File: src/rtl/hdlc_rx_reader.sv
// hdlc_rx_reader: host-side reader for the Hdlc receiver.
//   When Rx_Ready is seen (and Enable is high in IDLE), reads Rx_SC and Rx_Len
//   through the Hdlc register port. It then drains Rx_Buff one byte at a time
//   onto a valid/ready byte stream with an end-of-frame marker. Bad frames are
//   dropped by writing 8'h02 to Rx_SC. Every non-clean frame raises frame_err
//   for one cycle, and err_code carries the reason.
// Ports:
//   Clk, Rst (async, active-low), Enable, Rx_Ready
//   Address/ReadEnable/WriteEnable/DataIn -> Hdlc register port; DataOut <- Hdlc
//   m_data/m_valid/m_last/m_ready         byte stream out
//   frame_err (pulse), err_code {badlen, overflow, frame error/abort}
// Optional: define HDLC_RX_READER_STATS_EN to add saturating frames_ok/frames_bad counters.
// MAX_LEN must be <= 127 because the byte counter is 7 bits wide.
module hdlc_rx_reader #(
  parameter int MAX_LEN = 126
) (
  input  logic       Clk,
  input  logic       Rst,
  input  logic       Enable,
  input  logic       Rx_Ready,
  output logic [2:0] Address,
  output logic       ReadEnable,
  output logic       WriteEnable,
  output logic [7:0] DataIn,
  input  logic [7:0] DataOut,
  output logic [7:0] m_data,
  output logic       m_valid,
  output logic       m_last,
  input  logic       m_ready,
  output logic       frame_err,
  output logic [2:0] err_code
`ifdef HDLC_RX_READER_STATS_EN
  ,
  output logic [15:0] frames_ok,
  output logic [15:0] frames_bad
`endif
);

  typedef enum logic [3:0] {
    IDLE, RD_SC, CHK_SC, RD_LEN, CHK_LEN, RD_BUF, CAP, HOLD, DROP
  } state_t;

  localparam logic [8:0] LP_MAX = MAX_LEN[8:0];

  state_t     r_state, w_nxt;
  logic [6:0] r_cnt, w_cnt;
  logic       r_ovf, w_ovf;
  logic [2:0] r_addr, w_addr;
  logic       r_re, w_re, r_we, w_we;
  logic [7:0] r_din, w_din;
  logic [7:0] r_mdata, w_mdata;
  logic       r_mvalid, w_mvalid, r_mlast, w_mlast;
  logic       r_ferr, w_ferr;
  logic [2:0] r_ecode, w_ecode;

  always_comb begin
    w_nxt    = r_state;
    w_cnt    = r_cnt;
    w_ovf    = r_ovf;
    w_mdata  = r_mdata;
    w_mvalid = r_mvalid;
    w_mlast  = r_mlast;
    w_ferr   = 1'b0;
    w_ecode  = r_ecode;
    case (r_state)
      IDLE: if (Rx_Ready && Enable) begin
        w_nxt = RD_SC;
        w_ovf = 1'b0;
      end
      RD_SC:  w_nxt = CHK_SC;
      CHK_SC: begin
        // FrameError (bit2) or AbortSignal (bit3) kills the frame outright.
        if (DataOut[2] || DataOut[3]) begin
          w_nxt   = DROP;
          w_ferr  = 1'b1;
          w_ecode = 3'b001;
        end else begin
          w_ovf = DataOut[4];
          w_nxt = RD_LEN;
        end
      end
      RD_LEN:  w_nxt = CHK_LEN;
      CHK_LEN: begin
        w_cnt = DataOut[6:0];
        // Compare the full byte so lengths >= 128 cannot alias into range.
        if (DataOut[6:0] == 7'd0 || {1'b0, DataOut} > LP_MAX) begin
          w_nxt   = DROP;
          w_ferr  = 1'b1;
          w_ecode = {1'b1, r_ovf, 1'b0};
        end else begin
          w_nxt = RD_BUF;
        end
      end
      RD_BUF: w_nxt = CAP;
      CAP: begin
        w_mdata  = DataOut;
        w_mvalid = 1'b1;
        w_mlast  = (r_cnt == 7'd1);
        w_nxt    = HOLD;
      end
      HOLD: if (r_mvalid && m_ready) begin
        w_mvalid = 1'b0;
        w_cnt    = r_cnt - 7'd1;
        if (r_cnt == 7'd1) begin
          w_nxt = IDLE;
          if (r_ovf) begin
            w_ferr  = 1'b1;
            w_ecode = 3'b010;
          end
        end else begin
          w_nxt = RD_BUF;
        end
      end
      DROP:    w_nxt = IDLE;
      default: w_nxt = IDLE;
    endcase

    // Strobes are registered from the next state so they line up with it.
    w_re   = 1'b0;
    w_we   = 1'b0;
    w_addr = 3'd0;
    w_din  = 8'h00;
    case (w_nxt)
      RD_SC:  begin w_re = 1'b1; w_addr = 3'd2; end
      RD_LEN: begin w_re = 1'b1; w_addr = 3'd4; end
      RD_BUF: begin w_re = 1'b1; w_addr = 3'd3; end
      DROP:   begin w_we = 1'b1; w_addr = 3'd2; w_din = 8'h02; end
      default: ;
    endcase
  end

  always_ff @(posedge Clk or negedge Rst) begin
    if (!Rst) begin
      r_state  <= IDLE;
      r_cnt    <= 7'd0;
      r_ovf    <= 1'b0;
      r_addr   <= 3'd0;
      r_re     <= 1'b0;
      r_we     <= 1'b0;
      r_din    <= 8'h00;
      r_mdata  <= 8'h00;
      r_mvalid <= 1'b0;
      r_mlast  <= 1'b0;
      r_ferr   <= 1'b0;
      r_ecode  <= 3'd0;
    end else begin
      r_state  <= w_nxt;
      r_cnt    <= w_cnt;
      r_ovf    <= w_ovf;
      r_addr   <= w_addr;
      r_re     <= w_re;
      r_we     <= w_we;
      r_din    <= w_din;
      r_mdata  <= w_mdata;
      r_mvalid <= w_mvalid;
      r_mlast  <= w_mlast;
      r_ferr   <= w_ferr;
      r_ecode  <= w_ecode;
    end
  end

  assign Address     = r_addr;
  assign ReadEnable  = r_re;
  assign WriteEnable = r_we;
  assign DataIn      = r_din;
  assign m_data      = r_mdata;
  assign m_valid     = r_mvalid;
  assign m_last      = r_mlast;
  assign frame_err   = r_ferr;
  assign err_code    = r_ecode;

`ifdef HDLC_RX_READER_STATS_EN
  logic r_ok_hs;
  assign r_ok_hs = (r_state == HOLD) && r_mvalid && m_ready && (r_cnt == 7'd1) && !r_ovf;

  always_ff @(posedge Clk or negedge Rst) begin
    if (!Rst) begin
      frames_ok  <= 16'd0;
      frames_bad <= 16'd0;
    end else begin
      if (r_ok_hs && frames_ok != 16'hFFFF)    frames_ok  <= frames_ok + 16'd1;
      if (r_ferr && frames_bad != 16'hFFFF)    frames_bad <= frames_bad + 16'd1;
    end
  end
`endif

endmodule
File: config.mk
export PLATFORM = sky130hd
export DESIGN_NAME = hdlc_rx_reader
export DESIGN_NICKNAME = d
export VERILOG_FILES = /design/src/rtl/hdlc_rx_reader.sv
export SDC_FILE = /design/constraint.sdc
export NUM_CORES = 1
export LEC_CHECK = 0
export ABC_CLOCK_PERIOD_IN_PS = 2600
export CAP_MARGIN = 15
export CORE_ASPECT_RATIO = 1.2
export CORE_MARGIN = 10
export CORE_UTILIZATION = 53
export DETAILED_ROUTE_END_ITERATION = 8
export GPL_ROUTABILITY_DRIVEN = 1
export PLACE_DENSITY = 0.89
export SLEW_MARGIN = 30
export SYNTH_ARGS = -nofsm -noshare
export SYNTH_HDL_FRONTEND = slang
export SYNTH_SLANG_ARGS = --single-unit
File: constraint.sdc
create_clock -name Clk -period 2.6 [get_ports Clk]
set_clock_uncertainty 0.2 [all_clocks]
set_input_delay 0.52 -clock Clk [delete_from_list [all_inputs] [get_ports Clk]]
set_output_delay 0.52 -clock Clk [all_outputs]
set_load 0.02 [all_outputs]
Word-level counts from Yosys, hierarchy flattened
Index checks and enable logic that the tools add are counted.

storage, ports and cells
  bits in latches = 0
  register bits after elaboration = 39
  input port bits = 13
  bits in read-only memories = 0
  memories kept = 0
  logic and storage cells = 78
  bits in writable memories = 0

operators by class
  bitwise logic cells = 0
  eq/ne operators = 19
  order comparisons = 1
  $add $sub $neg = 1
  shift operators = 0
  reductions and logical operators = 16
  div/mod/pow operators = 0
  $mul = 0
  multiplexer cells = 29

operator list
  cell                                                            number
  one-hot mux 4 bit (8 select lines)                              1
  == test 4 x 3 -> 1 bit (second input constant)                  5
  two-way mux 3 bit                                               6
  one-hot mux 3 bit (3 select lines)                              2
  two-way mux 4 bit                                               4
  inequality test 2 bit (second input constant)                   7
  one-hot mux 7 bit (2 select lines)                              1
  == test 4 x 2 -> 1 bit (second input constant)                  3
  two-way mux 1 bit                                               10
  == test 4 x 1 -> 1 bit (second input constant)                  2
  greater-than comparator 8 x 7 -> 1 bit (second input constant)  1
  == test 7 x 1 -> 1 bit (second input constant)                  1
  zero test 7 bit                                                 1
  two-way mux 7 bit                                               1
  subtractor 7 x 1 -> 7 bit (second input constant)               1
  AND reduction 6 bit                                             1
  nonzero test 2 bit                                              3
  == test 4 bit (second input constant)                           1
  zero test 4 bit                                                 1
  one-hot mux 1 bit (2 select lines)                              2
  AND reduction 2 bit                                             2
  one-hot mux 1 bit (3 select lines)                              1
  AND reduction 3 bit                                             1
  nonzero test 3 bit                                              1
  5 further kinds                                                 7

Longest topological paths before layout
  word-level depth = 7
  depth in mapped cells = 6
  mapped depth without buffers = 6

Least setup slack after synthesis
OpenSTA, ideal clock, no wires.

  path type = input -> register
  from = input DataOut[2]
  to = register r_addr[1] (netlist: Address[1])
  arrival = 1.493 ns
  setup time = 0.139 ns
  slack = 0.768 ns
  data required time = 2.261 ns
  cell stages on the path = 5
  cell sequence = or2_2 > buf_2 > a211o_1 > o22ai_1 > nand3_1

on the way
  longest elaborated chain between the ends = 7
  elaborated cells between the ends (all ways) = 13

ends and longest elaborated chain
  what                                                                              line  text
  start, declared                                                                   25    input logic [7:0] DataOut,
  greater-than comparator 8 x 7 -> 1 bit / zero test 7 bit (equally long branches)  86    if (DataOut[6:0] == 7'd0 || {1'b0, DataOut} > LP_MAX) begin
  logical OR 1 bit                                                                  86
  two-way mux 4 bit                                                                 86
  one-hot mux 4 bit (8 select lines) *                                              65    case (r_state)
  == test 4 bit / == test 4 x 1 -> 1 bit (equally long branches)                    123   case (w_nxt)
  OR reduction 2 bit (no line)                                                      --
  one-hot mux 3 bit (3 select lines) *                                              123
  via w_addr[1]                                                                     48    logic [2:0] r_addr, w_addr;
  end signal, assigned                                                              150   r_addr <= w_addr;
  end, declared                                                                     48

The timed path passes the listed nets; every way through them passes the cells marked *.
A chain may end at the register's enable or synchronous reset.

Worst setup path in the final report
  from = register r_state[0]
  to = register r_cnt[5]

on the way
  longest elaborated chain between the ends = 3
  elaborated cells between the ends (all ways) = 6

ends and longest elaborated chain
  what                                                                          line  text
  start, declared                                                               45    state_t r_state, w_nxt;
  start signal, assigned                                                        147   r_state <= w_nxt;
  == test 4 x 3 -> 1 bit                                                        65
  inequality test 2 bit (no line) / nonzero test 2 bit (equally long branches)  --
  AND reduction 2 bit (no line)                                                 --
  end signal, assigned                                                          148   r_cnt <= w_cnt;
  end, declared                                                                 46    logic [6:0] r_cnt, w_cnt;

Several ways; a longest one is shown, not always the timed one.

==> metrics.md <==
| Metric | Value |
|---|---|
| Status | finished clean |
| RSZ-0062 raised after global routing | no |
| Synth warn | 0 |
| Total CTS buffers | 5 |
| Post-synth EDFFs | 0 |
| Final antenna-violating net count | 0 |
| Pwr dens | ~1100 mW/mm^2 |
| Max_slew headroom | 38.30% |
| Area growth syn-to-layout | 23.09% |
| Gr ovfl total | 0 |
| Setup Fix Bufs, Post-CTS | 0 |
| Reg-to-reg endpoint | r_cnt[5] |
| Max Slew Vio Count | 0 |
| Critical path endpoint category | register |
| Reg2Reg Setup Slack | ~0.24 ns |
| Critical Path RT | 2.62 ns |
| Row count | 22 |
| Die Height | around 82 um |
| Fmax | 424.0 MHz |
| Total track usage | approximately 16% |
| DR vias | between 1500 and 2000 |
| WHS | around 0.3 ns |
| Max_cap viols | 0 |
| CP arrival | between 2 and 2.5 ns |
| Routed len/inst | 19.17 um |
| Setup TNS | 0 ns |
| Bufs on Longest Clock Path | 2 |
| Slew @ Worst Pin | about 0.92 ns |
| Starting Density | between 50 and 60% |
| Startpoint Class | register |
| Drt pass-1 iters | 5 |
| Ys flop type | dfrtp_1 |
| Initial antenna violation count | 0 |
| Htree depth | 2 |
| Commonest non-fill, non-tap cell in the layout | clkdlybuf4s50_1 |
| Root buffer cell | clkbuf_4 |
| Worst r2r path cells | 4 |
| DR iter-0 viols | roughly 260 |
| Final nets | between 200 and 250 |
| Crit path time final | between 2 and 2.5 ns |
| Final hold viol count | 0 |
| Clk slew on worst S/H paths | approximately 0.09 ns |
| Drt total wl | 4.581 mm |
| Worst min path class | reg -> reg |
| # port buffers | 32 |
| Final total power | approximately 2200 uW |
| Post-cts resize count | 0 |
| VDD IR max | about 640 uV |
| Die area | ~0.0058 mm^2 |
| N_diodes | 0 |
| Netlist cell types | between 40 and 50 |
| Mapped Area | 0.001685 mm^2 |
| CTS tree | done |
| Cell count after placement | 231 |
| Syn_area_per_cell | 10.03 um^2 |
| First-pass GRT wire length | about 7.2 mm |
| Hpwl dp | approximately 3.4 mm |
| Sequential element share of the synthesized area | 46.03% |
| Most frequent cells in the layout | 32 x clkdlybuf4s50_1, 31 x dfrtp_1, 14 x nand2_1 |
| Drt via density | about 6.4 |
| Hold Buf Count CTS | 0 |
| Hold Crit Start | err_code[2] |
| Critical R2R Launch | r_state[0] |
| Cells after Synth | between 150 and 200 |
| Flops & latches, synth | 31 |
| Core area | around 0.0031 mm^2 |
| Sink Count | 31 |
| Vias in the first global route | between 1000 and 1500 |
| DRC violations left | 0 |
| Final period util | between 90% and 100% |
| P_leak | between 0.0009 and 0.001 uW |
| Crit path kind | reg -> reg |
| Die width | approximately 71 um |
| Ports | 40 |
| Worst-Skew Late Latency | 0.33 ns |
| Setup violators final | 0 |
| Share of post-route cells with drive strength above 1 | between 10% and 20% |
| CP Max Fanout | 14 |
| Hold Crit Endpoint | err_code[2] |
| Routability cong. | 0.9400 |
| Fraction of registers with async set/reset | between 90% and 100% |
| Largest net degree at the start of global routing | 32 |
| Hold path depth | 1 |
| Finished Layout Cells | 239 |
## state kept, by name, indices dropped and copies added, names as in the netlist
signal,flops
r_ovf,1
DataIn,1
Address,3
m_data,8
m_last,1
err_code,3
m_valid,1
ReadEnable,1
r_cnt,7
frame_err,1
r_state,4
## power breakdown
group	internal (uW)	total (uW)	switching (uW)
clock network	159	320	161
registers	681	883	202
logic	481	991	510
total	1320	2190	873
## how the worst max path moves through the flow
stage,from,to,slack [ns],depth (start not counted)
2_1_floorplan,DataOut[2],Address[1],0.77,5
3_3_place_gp,m_ready,r_state[0],0.22,4
3_5_place_dp,DataOut[2],r_state[0],0.17,5
4_1_cts,r_state[0],r_cnt[5],0.30,4
5_1_grt,r_state[0],r_cnt[5],0.14,4
6_report,r_state[0],r_cnt[5],0.24,4
## synthesized netlist by cell type (2+ instances only)
library cell / number / area share, %
buf_4: 11 / 4.9
a21o_1: 2 / 0.89
dfrtp_1: 31 / 46
nor4b_2: 3 / 2.7
o21a_1: 2 / 0.89
o21ai_0: 3 / 0.89
a211oi_1: 3 / 1.3
or4b_1: 3 / 1.8
o22ai_1: 5 / 1.9
buf_2: 6 / 1.8
nor3b_1: 2 / 0.89
ha_1: 2 / 1.5
nor2_1: 12 / 2.7
a21oi_1: 13 / 3.9
nor3_1: 4 / 1.2
mux2_2: 8 / 5.3
nand2_1: 14 / 3.1
inv_1: 6 / 1.3
o2bb2a_1: 2 / 1.2
nand3_1: 8 / 2.4
a31oi_1: 4 / 1.5
o21ai_1: 2 / 0.59
## through the flow
step | instance area, um^2 | utilization [%] | setup WS [ns]
6_report | 2074 | 67.90 | 0.2414
5_1_grt | 2074 | 67.90 | 0.1413
4_1_cts | 2074 | 67.90 | 0.3000
3_5_place_dp | 2006 | 65.64 | 0.1734
3_3_place_gp | 2006 | 65.64 | 0.2234
2_1_floorplan | 1708 | - | 0.7681
## kinds of logic (layout without fill, tap and decap cells)
kind of cell / Yosys count / after routing / synth area share [%]
simple gates: 57 / 57 / 20.79
compound gates: 46 / 46 / 18.11
flops: 31 / 31 / 46.03
buf+inv: 23 / 52 / 8.018
mux: 8 / 8 / 5.345
fa+ha+maj: 2 / 2 / 1.485
other cells: 1 / 7 / 0.2225
## layer usage
| metal | share of wire (%) | global-route usage, % | up-vias |
|---|---|---|---|
| met2 | 51 | 26.41 | 106 |
| met5 | 0 | 0 | - |
| li1 | - | - | 669 |
| met3 | 8.1 | 3.981 | 25 |
| met1 | 36 | 17.28 | 726 |
| met4 | 4.6 | 9.690 | 0 |
## critical path, stage by stage, from the launching register on
cell	delay, ns
dfrtp_1	0.58
and4b_1	0.32
a31oi_1	0.71
a21oi_1	0.11
o2bb2a_1	0.33
## layout make-up
class                           count  area, um^2
Multi-Input combinational cell    120       797.0
Clock buffer                        8       68.82
Fill cell                         216       980.9
Sequential cell                    31       775.7
Timing Repair Buffer               38       365.4
Tap cell                           36       45.04
Inverter                            6       22.52
No activity file was read; power rests on OpenSTA's default activity.
